$ cat config.mk
export PLATFORM = sky130hd
export DESIGN_NAME = cla_arbiter
export DESIGN_NICKNAME = d
export VERILOG_FILES = /design/src/rtl/cla_pkg.sv /design/src/rtl/cla_arbiter_cla.sv /design/src/rtl/cla_arbiter.sv
export SDC_FILE = /design/constraint.sdc
export NUM_CORES = 1
export LEC_CHECK = 0
export CAP_MARGIN = 30
export CORE_MARGIN = 1.5
export CORE_UTILIZATION = 44
export CTS_CLUSTER_DIAMETER = 120
export DETAILED_ROUTE_END_ITERATION = 8
export PLACE_DENSITY = 0.92
export REMOVE_ABC_BUFFERS = 1
export SLEW_MARGIN = 0
export SYNTH_ARGS = -nofsm -noshare
export SYNTH_HDL_FRONTEND = slang
export SYNTH_HIERARCHICAL = 1
export SYNTH_SLANG_ARGS = --single-unit
export TNS_END_PERCENT = 1
$ cat constraint.sdc
create_clock -name clk -period 4.7 [get_ports clk]
set_clock_uncertainty 0.1 [all_clocks]
set_input_delay 0.94 -clock clk [delete_from_list [all_inputs] [get_ports clk]]
set_output_delay 0.94 -clock clk [all_outputs]
set_load 0.05 [all_outputs]
$ cat src/rtl/cla_pkg.sv
// cla_arbiter shared definitions: default width, sum type, id sizing.
// Imported by the shared adder and the arbiter top.
package cla_pkg;

  localparam int WIDTH = 32;

  typedef logic [WIDTH:0] sum_t;

  function automatic int id_w(input int n);
    return (n < 2) ? 1 : $clog2(n);
  endfunction

endpackage

$ cat src/rtl/cla_arbiter_cla.sv
// Carry-lookahead adder: 4-bit groups with group generate/propagate
// driving the inter-group carry chain.
module cla
  import cla_pkg::*;
#(
  parameter int W = WIDTH
) (
  input  logic [W-1:0] a,
  input  logic [W-1:0] b,
  output logic [W:0]   z
);

  localparam int BLK = 4;

  logic [W-1:0] g;
  logic [W-1:0] p;
  logic [W-1:0] c;
  logic         cin;
  logic         cy;
  logic         gg;
  logic         pp;

  always_comb begin
    g   = a & b;
    p   = a ^ b;
    c   = '0;
    cin = 1'b0;
    cy  = 1'b0;
    gg  = 1'b0;
    pp  = 1'b1;
    for (int base = 0; base < W; base += BLK) begin
      cy = cin;
      gg = 1'b0;
      pp = 1'b1;
      for (int k = 0; k < BLK; k++) begin
        if (base + k < W) begin
          c[base+k] = cy;
          cy = g[base+k] | (p[base+k] & cy);
          gg = g[base+k] | (p[base+k] & gg);
          pp = pp & p[base+k];
        end
      end
      // group carry-out skips the in-group ripple
      cin = gg | (pp & cin);
    end
    z = {cin, p ^ c};
  end

endmodule

$ cat src/rtl/cla_arbiter.sv
// Round-robin arbiter feeding one shared adder through a two-stage
// valid/ready pipeline (S1 operands, S2 registered sum).
module cla_arbiter
  import cla_pkg::*;
#(
  parameter int N_REQ = 4,
  parameter int WIDTH = cla_pkg::WIDTH
) (
  input  logic                              clk,
  input  logic                              rst,
  input  logic [N_REQ-1:0]                  req_valid,
  output logic [N_REQ-1:0]                  req_ready,
  input  logic [N_REQ-1:0][WIDTH-1:0]       req_a,
  input  logic [N_REQ-1:0][WIDTH-1:0]       req_b,
  output logic                              rsp_valid,
  input  logic                              rsp_ready,
  output logic [WIDTH:0]                    rsp_sum,
  output logic [id_w(N_REQ)-1:0]            rsp_id,
  output logic [15:0]                       op_count
);

  localparam int IDW = id_w(N_REQ);
  typedef logic [IDW-1:0] id_t;

  id_t              ptr_q, ptr_d;
  logic             s1_valid_q, s1_valid_d;
  logic [WIDTH-1:0] s1_a_q, s1_a_d;
  logic [WIDTH-1:0] s1_b_q, s1_b_d;
  id_t              s1_id_q, s1_id_d;
  logic             rsp_valid_q, rsp_valid_d;
  logic [WIDTH:0]   rsp_sum_q, rsp_sum_d;
  id_t              rsp_id_q, rsp_id_d;
  logic [15:0]      cnt_q, cnt_d;

  logic             s1_ready;
  logic             s2_ready;
  logic             found;
  logic             grant;
  id_t              gnt_idx;
  id_t              cand;
  logic [WIDTH:0]   z;

  cla #(.W(WIDTH)) u_cla (
    .a (s1_a_q),
    .b (s1_b_q),
    .z (z)
  );

  assign s2_ready = !rsp_valid_q || rsp_ready;
  assign s1_ready = !s1_valid_q || s2_ready;

  always_comb begin
    found   = 1'b0;
    gnt_idx = '0;
    cand    = '0;
    for (int k = 0; k < N_REQ; k++) begin
      cand = id_t'((int'(ptr_q) + k) % N_REQ);
      if (!found && req_valid[cand]) begin
        found   = 1'b1;
        gnt_idx = cand;
      end
    end
  end

  assign grant = !rst && s1_ready && found;

  always_comb begin
    req_ready = '0;
    if (grant) req_ready[gnt_idx] = 1'b1;
  end

  always_comb begin
    ptr_d       = ptr_q;
    s1_valid_d  = s1_valid_q;
    s1_a_d      = s1_a_q;
    s1_b_d      = s1_b_q;
    s1_id_d     = s1_id_q;
    rsp_valid_d = rsp_valid_q;
    rsp_sum_d   = rsp_sum_q;
    rsp_id_d    = rsp_id_q;
    cnt_d       = cnt_q + {15'd0, rsp_valid_q && rsp_ready};
    if (s2_ready) begin
      s1_valid_d  = 1'b0;
      rsp_valid_d = s1_valid_q;
      if (s1_valid_q) begin
        rsp_sum_d = z;
        rsp_id_d  = s1_id_q;
      end
    end
    // refill S1 on the same edge it drains
    if (grant) begin
      s1_valid_d = 1'b1;
      s1_a_d     = req_a[gnt_idx];
      s1_b_d     = req_b[gnt_idx];
      s1_id_d    = gnt_idx;
      ptr_d      = (gnt_idx == id_t'(N_REQ - 1)) ? '0 : gnt_idx + 1'b1;
    end
  end

  always_ff @(posedge clk) begin
    if (rst) begin
      ptr_q       <= '0;
      s1_valid_q  <= 1'b0;
      s1_a_q      <= '0;
      s1_b_q      <= '0;
      s1_id_q     <= '0;
      rsp_valid_q <= 1'b0;
      rsp_sum_q   <= '0;
      rsp_id_q    <= '0;
      cnt_q       <= '0;
    end else begin
      ptr_q       <= ptr_d;
      s1_valid_q  <= s1_valid_d;
      s1_a_q      <= s1_a_d;
      s1_b_q      <= s1_b_d;
      s1_id_q     <= s1_id_d;
      rsp_valid_q <= rsp_valid_d;
      rsp_sum_q   <= rsp_sum_d;
      rsp_id_q    <= rsp_id_d;
      cnt_q       <= cnt_d;
    end
  end

  assign rsp_valid = rsp_valid_q;
  assign rsp_sum   = rsp_sum_q;
  assign rsp_id    = rsp_id_q;
  assign op_count  = cnt_q;

endmodule

# Yosys cells after proc, flatten, opt, wreduce, memory -nomap -nowiden
# Cells that the tools add are included.
dict set report word_totals {
  reg_bits 121
  latch_bits 0
  mem_bits_rw 0
  romBits 0
  inputBits 263
  memories 0
}
dict set report op_classes {
  n_addsub 5
  n_mul 0
  n_div 0
  order_cmp 6
  eq_ne 1
  shifts 0
  muxes 26
  n_bitwise 128
  n_reduce_logical 17
}
# cell count
set ops {}
lappend ops {{$bmux 32 s2} 2}
lappend ops {{$and 1x1->1} 73}
lappend ops {{$mux 32} 2}
lappend ops {{$xor 32x32->32} 2}
lappend ops {{$or 1x1->1} 52}
lappend ops {{$and 32x32->32} 1}
lappend ops {{$add 16x1->16} 1}
lappend ops {{$lt 2x3->1 const B} 5}
lappend ops {{$mux 1} 11}
lappend ops {{$mux 2} 5}
lappend ops {{$bmux 1 s2} 4}
lappend ops {{$logic_and 1x1->1} 7}
lappend ops {{$logic_not 1->1} 6}
lappend ops {{$add 2x1->2 const B} 2}
lappend ops {{$add 2x2->2 const B} 2}
lappend ops {{$mux 4} 1}
lappend ops {{$demux 1 s2} 1}
lappend ops {{$eq 2x2->1 const B} 1}
lappend ops {{$ge 2x1->1 const B} 1}
lappend ops {{$logic_or 1x1->1} 2}
lappend ops {{$reduce_and 2->1} 1}
lappend ops {{$reduce_bool 2->1} 1}

# Logic depth before layout (Yosys ltp)
# Gate-level depths: netlist of the first run.
dict set report logic_depth {
  depth_word 26
  mapped_depth 15
  ltp_nobuf 15
}

# Cells and area by module
# The synthesis of the first run kept the hierarchy.
# module n_inst cells_each area_each_um2 seq_area_each_um2
set modules_own_cells {}
lappend modules_own_cells {cla_arbiter 1 858 6702.7 2422.3}
lappend modules_own_cells {cla 1 115 1232.4 0.0}

# Worst setup path after synthesis of the first run
# Ideal clock, no wire load.
dict set report synth_timing {
  path_type {register to register}
  from {register s1_a_q[0]}
  to {register rsp_sum_q[19] (netlist: rsp_sum[19])}
  setup_time_ns 0.132
  arrival_ns 3.707
  slack_ns 0.761
  stages_incl_launch_ff 16
  path_buffers 0
  cell_sequence {dfxtp_1 ha_1 fa_1 fa_1 fa_1 nand4_1 o21bai_1 or2_2 a21oi_1 o21bai_1 fa_1 fa_1 fa_1 xor2_1 nand2_1 a21oi_1}
}
dict set report synth_via {
  elab_chain_cells 20
}
# item line
set synth_rtl {}
lappend synth_rtl {{start, declared} cla_arbiter.sv:27} ;# logic [WIDTH-1:0] s1_a_q, s1_a_d;
lappend synth_rtl {{start signal, assigned} cla_arbiter.sv:104} ;# s1_a_q <= '0;
lappend synth_rtl {{start signal, assigned} cla_arbiter.sv:114} ;# s1_a_q <= s1_a_d;
lappend synth_rtl {{$and 32x32->32} cla_arbiter_cla.sv:24} ;# g = a & b;
lappend synth_rtl {{$and 1x1->1} cla_arbiter_cla.sv:39} ;# gg = g[base+k] | (p[base+k] & gg);
lappend synth_rtl {{$or 1x1->1} cla_arbiter_cla.sv:39}
lappend synth_rtl {{$and 1x1->1} cla_arbiter_cla.sv:39}
lappend synth_rtl {{$or 1x1->1} cla_arbiter_cla.sv:39}
lappend synth_rtl {{$and 1x1->1} n/a}
lappend synth_rtl {{$or 1x1->1} n/a}
lappend synth_rtl {{$and 1x1->1} cla_arbiter_cla.sv:44} ;# cin = gg | (pp & cin);
lappend synth_rtl {{(+5 left out)} n/a}
lappend synth_rtl {{$and 1x1->1} cla_arbiter_cla.sv:38} ;# cy = g[base+k] | (p[base+k] & cy);
lappend synth_rtl {{$or 1x1->1} cla_arbiter_cla.sv:38}
lappend synth_rtl {{$and 1x1->1} cla_arbiter_cla.sv:38}
lappend synth_rtl {{$or 1x1->1} cla_arbiter_cla.sv:38}
lappend synth_rtl {{$and 1x1->1} cla_arbiter_cla.sv:38}
lappend synth_rtl {{$or 1x1->1} cla_arbiter_cla.sv:38}
lappend synth_rtl {{$xor 32x32->32} cla_arbiter_cla.sv:46} ;# z = {cin, p ^ c};
lappend synth_rtl {{via z[19]} cla_arbiter.sv:41} ;# logic [WIDTH:0] z;
lappend synth_rtl {{end signal, assigned} cla_arbiter.sv:118} ;# rsp_sum_q <= rsp_sum_d;
lappend synth_rtl {{end, declared} cla_arbiter.sv:31} ;# logic [WIDTH:0] rsp_sum_q, rsp_sum_d;
# The timed path passes the listed nets, and every way through them passes these cells.
# A chain may end at the register's enable or synchronous reset.

# Worst setup path in the final report of the first run
dict set report layout_timing {
  from {register s1_a_q[0]}
  to {register rsp_sum_q[15] (netlist: rsp_sum[15])}
}
dict set report layout_via {
  elab_chain_cells 18
}
# item line
set layout_rtl {}
lappend layout_rtl {{$and 32x32->32} cla_arbiter_cla.sv:24}
lappend layout_rtl {{$and 1x1->1} cla_arbiter_cla.sv:39}
lappend layout_rtl {{$or 1x1->1} cla_arbiter_cla.sv:39}
lappend layout_rtl {{$and 1x1->1} cla_arbiter_cla.sv:39}
lappend layout_rtl {{$or 1x1->1} cla_arbiter_cla.sv:39}
lappend layout_rtl {{$and 1x1->1} n/a}
lappend layout_rtl {{$or 1x1->1} n/a}
lappend layout_rtl {{$and 1x1->1} cla_arbiter_cla.sv:44}
lappend layout_rtl {{(+3 left out)} n/a}
lappend layout_rtl {{$and 1x1->1} cla_arbiter_cla.sv:38}
lappend layout_rtl {{$or 1x1->1} cla_arbiter_cla.sv:38}
lappend layout_rtl {{$and 1x1->1} cla_arbiter_cla.sv:38}
lappend layout_rtl {{$or 1x1->1} cla_arbiter_cla.sv:38}
lappend layout_rtl {{$and 1x1->1} cla_arbiter_cla.sv:38}
lappend layout_rtl {{$or 1x1->1} cla_arbiter_cla.sv:38}
lappend layout_rtl {{$xor 32x32->32} cla_arbiter_cla.sv:46}
lappend layout_rtl {{via z[15]} cla_arbiter.sv:41}
# The timed path passes the listed nets, and every way through them passes these cells.

==> impl_metrics.tcl, run 1 <==
set metrics [dict create \
    htreeDepth 4 \
    cts_hold_buf 0 \
    clockBufferDepth 2 \
    max_slew_margin_pct 48.1 \
    vias 8241 \
    core_area_sq_mm 0.0175 \
    area_growth_pct 47.5 \
    cts_buffers 17 \
    rsz0062_at_grt "no" \
    io_pins 319 \
    die-height_microns 137 \
    initial_core_util_pct 45.4 \
    drv_cap 0 \
    ys_warn_count 6 \
    cp-end-kind "flip-flop" \
    synth_cell_type_count 49 \
    critical_path_class "flip-flop to flip-flop" \
    grt_pass1_vias 8167 \
    drt-wirelength-per-cell_microns 17.4 \
    finalPower_w 0.00528 \
    fin_crit_sh_pct 93.1 \
    fin_setup_tns_ps 0 \
    power_frac_seq_pct 28.9 \
    fp-row-count 48 \
    clk_pin_slew_ps 60 \
    worst_ir_drop_vdd_v 0.000858 \
    wl_met1_microns 10300 \
    sw_frac_of_total_pct 39.9 \
    grt_pass1_wl_microns 40000 \
    fmax_ghz 0.229 \
    routed-wl-met3_microns 1520 \
    antenna_found_initial 0 \
    grt_max_degree 193 \
    drive_above_1_share_pct 5.15 \
    path_max_fanout 2 \
    placed_cells 1435 \
    final.fill_count 1412 \
    synth.ff_latch_count 121 \
    p_leak_nw 4.80 \
    post-cts-setup-buffer-count 0 \
    cp.arrival_ps 4620 \
    ctsResizeCount 0 \
    totalWireLength_microns 25500 \
    top_layer "met4" \
    internal-power_w 0.00318 \
    synth.avg_cell_area_sq_um 8.16 \
    final_cells 1467 \
    numPortBuffers 318 \
    synthArstFlopShare_pct 0 \
    ctsRootBufferMaster "clkbuf_16" \
    synthMostInstantiatedCell "nand2_1" \
    ys_top_cells_by_area "dfxtp_1 (31%), and3_1 (10%), nand2_1 (7.1%)" \
    synth_area_leader_cell "dfxtp_1" \
    worst_slew_pin_slew_ps 778 \
    place_congestion 0.841 \
    hold_violations 0 \
    hp-class "flip-flop to flip-flop" \
    maxSlewViolCount 0 \
    final_util_pct 67.0 \
    nets 1548 \
    drc 0 \
    ant_nets 0 \
    diodes 0 \
    critPathLaunchType "flip-flop" \
    drt_iter0_markers 470 \
    switchingPower_w 0.00211 \
    synth_top_area_share_pct 30.5 \
    synth_common_cells "nand2_1 (150), and3_1 (131), dfxtp_1 (121)" \
    first_pass_iters 5 \
    clock_sinks 121 \
    combPwrFrac_pct 44.5 \
    cts_tree "done" \
    place_area_sq_mm 0.0111 \
    wl_met2_microns 13000 \
    final_cell_area_sq_mm 0.0117 \
    seq_area_frac_synth_pct 30.5 \
    finalCriticalPeriod_ps 4380 \
    die_x_microns 137 \
    p_clk_share_pct 26.6 \
    worstPathRequired_ps 4940 \
    viasPerCell 5.62 \
    synth-main-ff-cell "dfxtp_1" \
    dpl.hpwl_microns 18500 \
    syn_inst 973 \
    powerDensity_mw_per_mm2 451 \
    status "complete, no violations" \
    synth_edf_count 0 \
    gr-total-overflow 0 \
    gr-usage-all-layers_pct 27.1 \
    synth_area_sq_mm 0.00794 \
    die_area_sq_mm 0.0188 \
    setup_violations 0 \
    insertion_delay_ps 410 \
]
==> final cells by class <==
type,count,area [sq um],share of cell area (%)
inverter,6,22.5,0.192
tap,225,282,2.41
multi-input combinational,755,5030,43.0
clock buffer,17,425,3.63
sequential,121,2420,20.7
clock inverter,15,214,1.83
timing repair buffer,328,3310,28.2
==> worst paths after layout <==
check	to	start	slack, ps	cells after the start
worst min-delay path	rsp_id[0]$_SDFFE_PP0P_	s1_id_q[0]$_SDFFE_PP0P_	350	2
worst max register to register	rsp_sum[15]$_SDFFE_PP0P_	s1_a_q[0]$_SDFFE_PP0P_	320	15
worst min register to register	rsp_id[0]$_SDFFE_PP0P_	s1_id_q[0]$_SDFFE_PP0P_	350	2
worst max-delay path	rsp_sum[15]$_SDFFE_PP0P_	s1_a_q[0]$_SDFFE_PP0P_	320	15
==> power groups by stage <==
| stage | logic, W | registers [W] | clock network [W] |
|---|---|---|---|
| floorplan | 0.00125 | 0.00176 | 0 |
| global placement | 0.00225 | 0.00153 | 0 |
| detailed placement | 0.00234 | 0.00154 | 0 |
| CTS | 0.00235 | 0.00153 | 0.00143 |
| global route | 0.00259 | 0.00156 | 0.00147 |
| finish | 0.00235 | 0.00153 | 0.00141 |
==> logic make-up after synthesis <==
group                    after synthesis  synth area share, %
flip-flops                           121                 30.5
AO/OA/AOI/OAI                        337                 28.0
AND/OR/NAND/NOR                      345                 22.0
buffers and inverters                 97                 6.42
XOR/XNOR                              17                 1.88
adder cells (fa/ha/maj)               56                 11.1
==> cells in the final DEF, fill, tap and decap left out, types with 2 or more instances in the layout <==
master,synthesis,routed
o21ai_0,10,10
clkinvlp_4,0,2
fa_1,24,24
and2_2,1,2
and2_1,3,2
clkdlybuf4s50_1,0,313
clkbuf_16,0,17
nor4_1,2,2
xnor2_1,2,2
bufinv_16,0,4
nand4_1,6,6
a211oi_1,62,62
o31ai_1,65,65
ha_1,32,32
o21bai_1,2,2
nor2b_1,4,4
or3_1,5,5
a21oi_1,54,54
clkinv_4,0,5
nand2_2,1,2
a21boi_0,64,64
xor2_1,15,15
and3_1,131,131
buf_4,2,9
a211oi_2,2,2
nor2_1,15,14
inv_1,5,5
a21o_1,4,4
nand3_1,9,9
nand2b_1,5,5
nor3_1,5,4
buf_12,0,5
o21ai_1,65,65
nand2_1,150,149
or2_2,3,3
inv_6,0,4
dfxtp_1,121,121
==> flip-flops by register name, indices dropped and copies added (netlist names) <==
name / cells
op_count: 16
ptr_q: 2
rsp_id: 2
rsp_sum: 33
rsp_valid: 1
s1_a_q: 32
s1_b_q: 32
s1_id_q: 2
s1_valid_q: 1
==> worst max-delay path: stages, from the launching register on <==
cell	delay [ps]
dfxtp_1	320
ha_1	210
fa_1	390
fa_1	430
fa_1	440
nand4_1	120
o21bai_1	80
or2_2	300
a21oi_1	210
inv_1	120
fa_1	420
fa_1	400
fa_1	400
xor2_1	150
nand2_1	70
a21oi_1	150
==> per-stage QoR <==
stage	hold slack [ps]	worst slack (ps)
2_1_floorplan	326	-3090
3_3_place_gp	341	506
3_5_place_dp	346	386
4_1_cts	354	350
5_1_grt	368	92.3
6_report	351	325
==> routing by layer <==
metal	track usage, %	vias to the layer above
li1	-	4055
met1	30.4	3874
met2	49.6	268
met3	6.07	44
met4	10.4	0
met5	0	-
Note: power is estimated with default switching activity, not from simulation.
==> inputs of run 2 (changes only) <==
- CORE_UTILIZATION: 44 -> 48
- MAX_ROUTING_LAYER: unset -> met4
- PLACE_DENSITY: 0.92 -> 0.95
- clock period: 4.7 -> 5.13 ns (I/O delays scaled with it)
==> impl_metrics.tcl, run 2 (synthesized netlist as in run 1, its figures left out) <==
set metrics [dict create \
    status "complete, no violations" \
    cts_tree "done" \
    area_growth_pct 46.8 \
    fp-row-count 46 \
    fin_setup_tns_ps 0 \
    die_area_sq_mm 0.0173 \
    slowest_delay_ps 450 \
    htreeDepth 4 \
    cts_hold_buf 0 \
    die_x_microns 132 \
    use_met3_pct 6.13 \
    io_pins 319 \
    gr-total-overflow 0 \
    top_usage_layer "met2" \
    antenna_found_initial 0 \
    ctsResizeCount 0 \
    combPwrFrac_pct 45.6 \
    fin_crit_sh_pct 87.1 \
    internal-power_w 0.00286 \
    sw_frac_of_total_pct 39.6 \
    p_clk_share_pct 24.8 \
    final_util_pct 72.8 \
    clk_pin_slew_ps 50 \
    rsz0062_at_grt "no" \
    worstPathRequired_ps 5370 \
    grt_pass1_wl_microns 41200 \
    totalWireLength_microns 25400 \
    setup_violations 0 \
    grt_max_degree 116 \
    insertion_delay_ps 420 \
    worst_ir_drop_vdd_v 0.000271 \
    diodes 0 \
    path_max_fanout 3 \
    fmax_ghz 0.224 \
    cp_top_family "adder cells" \
    crit_buf_inv 0 \
    numPortBuffers 318 \
    first_pass_iters 5 \
    die-height_microns 132 \
    final.fill_count 1192 \
    clockBufferDepth 2 \
    cp_slowest_cell "fa_1" \
    drv_cap 0 \
    final_cell_mix "clkdlybuf4s50_1 (313), nand2_1 (150), and3_1 (131)" \
    drt_iter0_markers 467 \
    initial_core_util_pct 49.6 \
    ctsRootBufferMaster "clkbuf_16" \
    largest_register_ffs 33 \
    switchingPower_w 0.00187 \
    drt-wirelength-per-cell_microns 17.4 \
    worst_slew_pin_slew_ps 841 \
    gr-usage-all-layers_pct 30.1 \
    drive_above_1_share_pct 5.14 \
    critPathLaunchType "flip-flop" \
    whs_ps 351 \
    cp-end-kind "flip-flop" \
    p_leak_nw 4.79 \
    drc 0 \
    place_congestion 0.908 \
    finalPower_w 0.00473 \
    ant_nets 0 \
    core_area_sq_mm 0.0160 \
    path_cells "ha_1, fa_1, fa_1, fa_1, nand4_1, o21bai_1, o21ai_1, and2_2, o21ai_0, fa_1, fa_1, fa_1, xor2_1, nand2_1, a21oi_1" \
    vias 8373 \
    finalCriticalPeriod_ps 4470 \
    power_frac_seq_pct 29.6 \
    hp-class "flip-flop to flip-flop" \
    max_slew_margin_pct 43.9 \
    powerDensity_mw_per_mm2 406 \
    clock_sinks 121 \
    gr-usage-met2_pct 52.2 \
    nets 1552 \
    viasPerCell 5.73 \
    hold_violations 0 \
    cp.arrival_ps 4700 \
    dpl.hpwl_microns 18800 \
    grt_pass1_vias 8309 \
    cts_buffers 17 \
    cp_common_cell "fa_1" \
    grt.met1_usage_pct 33.0 \
    post-cts-setup-buffer-count 0 \
    maxSlewViolCount 0 \
    critical_path_class "flip-flop to flip-flop" \
    mostFrequentLayoutCell "clkdlybuf4s50_1" \
]
==> run 2: worst paths after layout <==
path                            start                       end  slack [ps]  depth (start not counted)
max reg2reg    s1_a_q[0]$_SDFFE_PP0P_  rsp_sum[27]$_SDFFE_PP0P_         660                         15
min reg2reg  rsp_sum[30]$_SDFFE_PP0P_  rsp_sum[30]$_SDFFE_PP0P_         350                          2
min          rsp_sum[30]$_SDFFE_PP0P_  rsp_sum[30]$_SDFFE_PP0P_         350                          2
max            s1_a_q[0]$_SDFFE_PP0P_  rsp_sum[27]$_SDFFE_PP0P_         660                         15
==> run 2: worst reg2reg max path: cells and delay by family (launching register included) <==
family | cells | cell delay, ps
AOI/OAI and AO/OA | 4 | 590
xor gates and xnor gates | 1 | 190
adders and majority gates | 7 | 2760
DFF | 1 | 310
and+or+nand+nor | 3 | 430
==> run 2: per-layer routing <==
layer  wire [microns]  up-vias
li1                 -     4055
met3             1450       71
met4              988        0
met5                0        -
met2            12800      324
met1            10100     3923
==> run 2: through the flow <==
step                      area, sq um  std cells  setup WS, ps
after floorplan                  7450        882         -2750
final                           11600       1461           664
after CTS                       11600       1461           639
after global placement          11100       1430           928
after global routing            11600       1461           453
after detailed placement        11100       1430           757
==> run 2: cell type report <==
type / count / area [sq um] / share of cell area, %
clock buffers: 24 / 502 / 4.31
clock inverters: 7 / 90.1 / 0.773
inverters: 6 / 22.5 / 0.193
multi-input cells: 755 / 5030 / 43.2
flip-flops and latches: 121 / 2420 / 20.8
well taps: 216 / 270 / 2.32
repair buffers: 332 / 3310 / 28.4
==> run 2: power groups by stage <==
stage	registers, W	logic (W)	clock network [W]
4_1_cts	0.00140	0.00214	0.00119
2_1_floorplan	0.00161	0.00114	0
6_report	0.00140	0.00216	0.00117
5_1_grt	0.00144	0.00235	0.00124
3_3_place_gp	0.00140	0.00204	0
3_5_place_dp	0.00142	0.00212	0
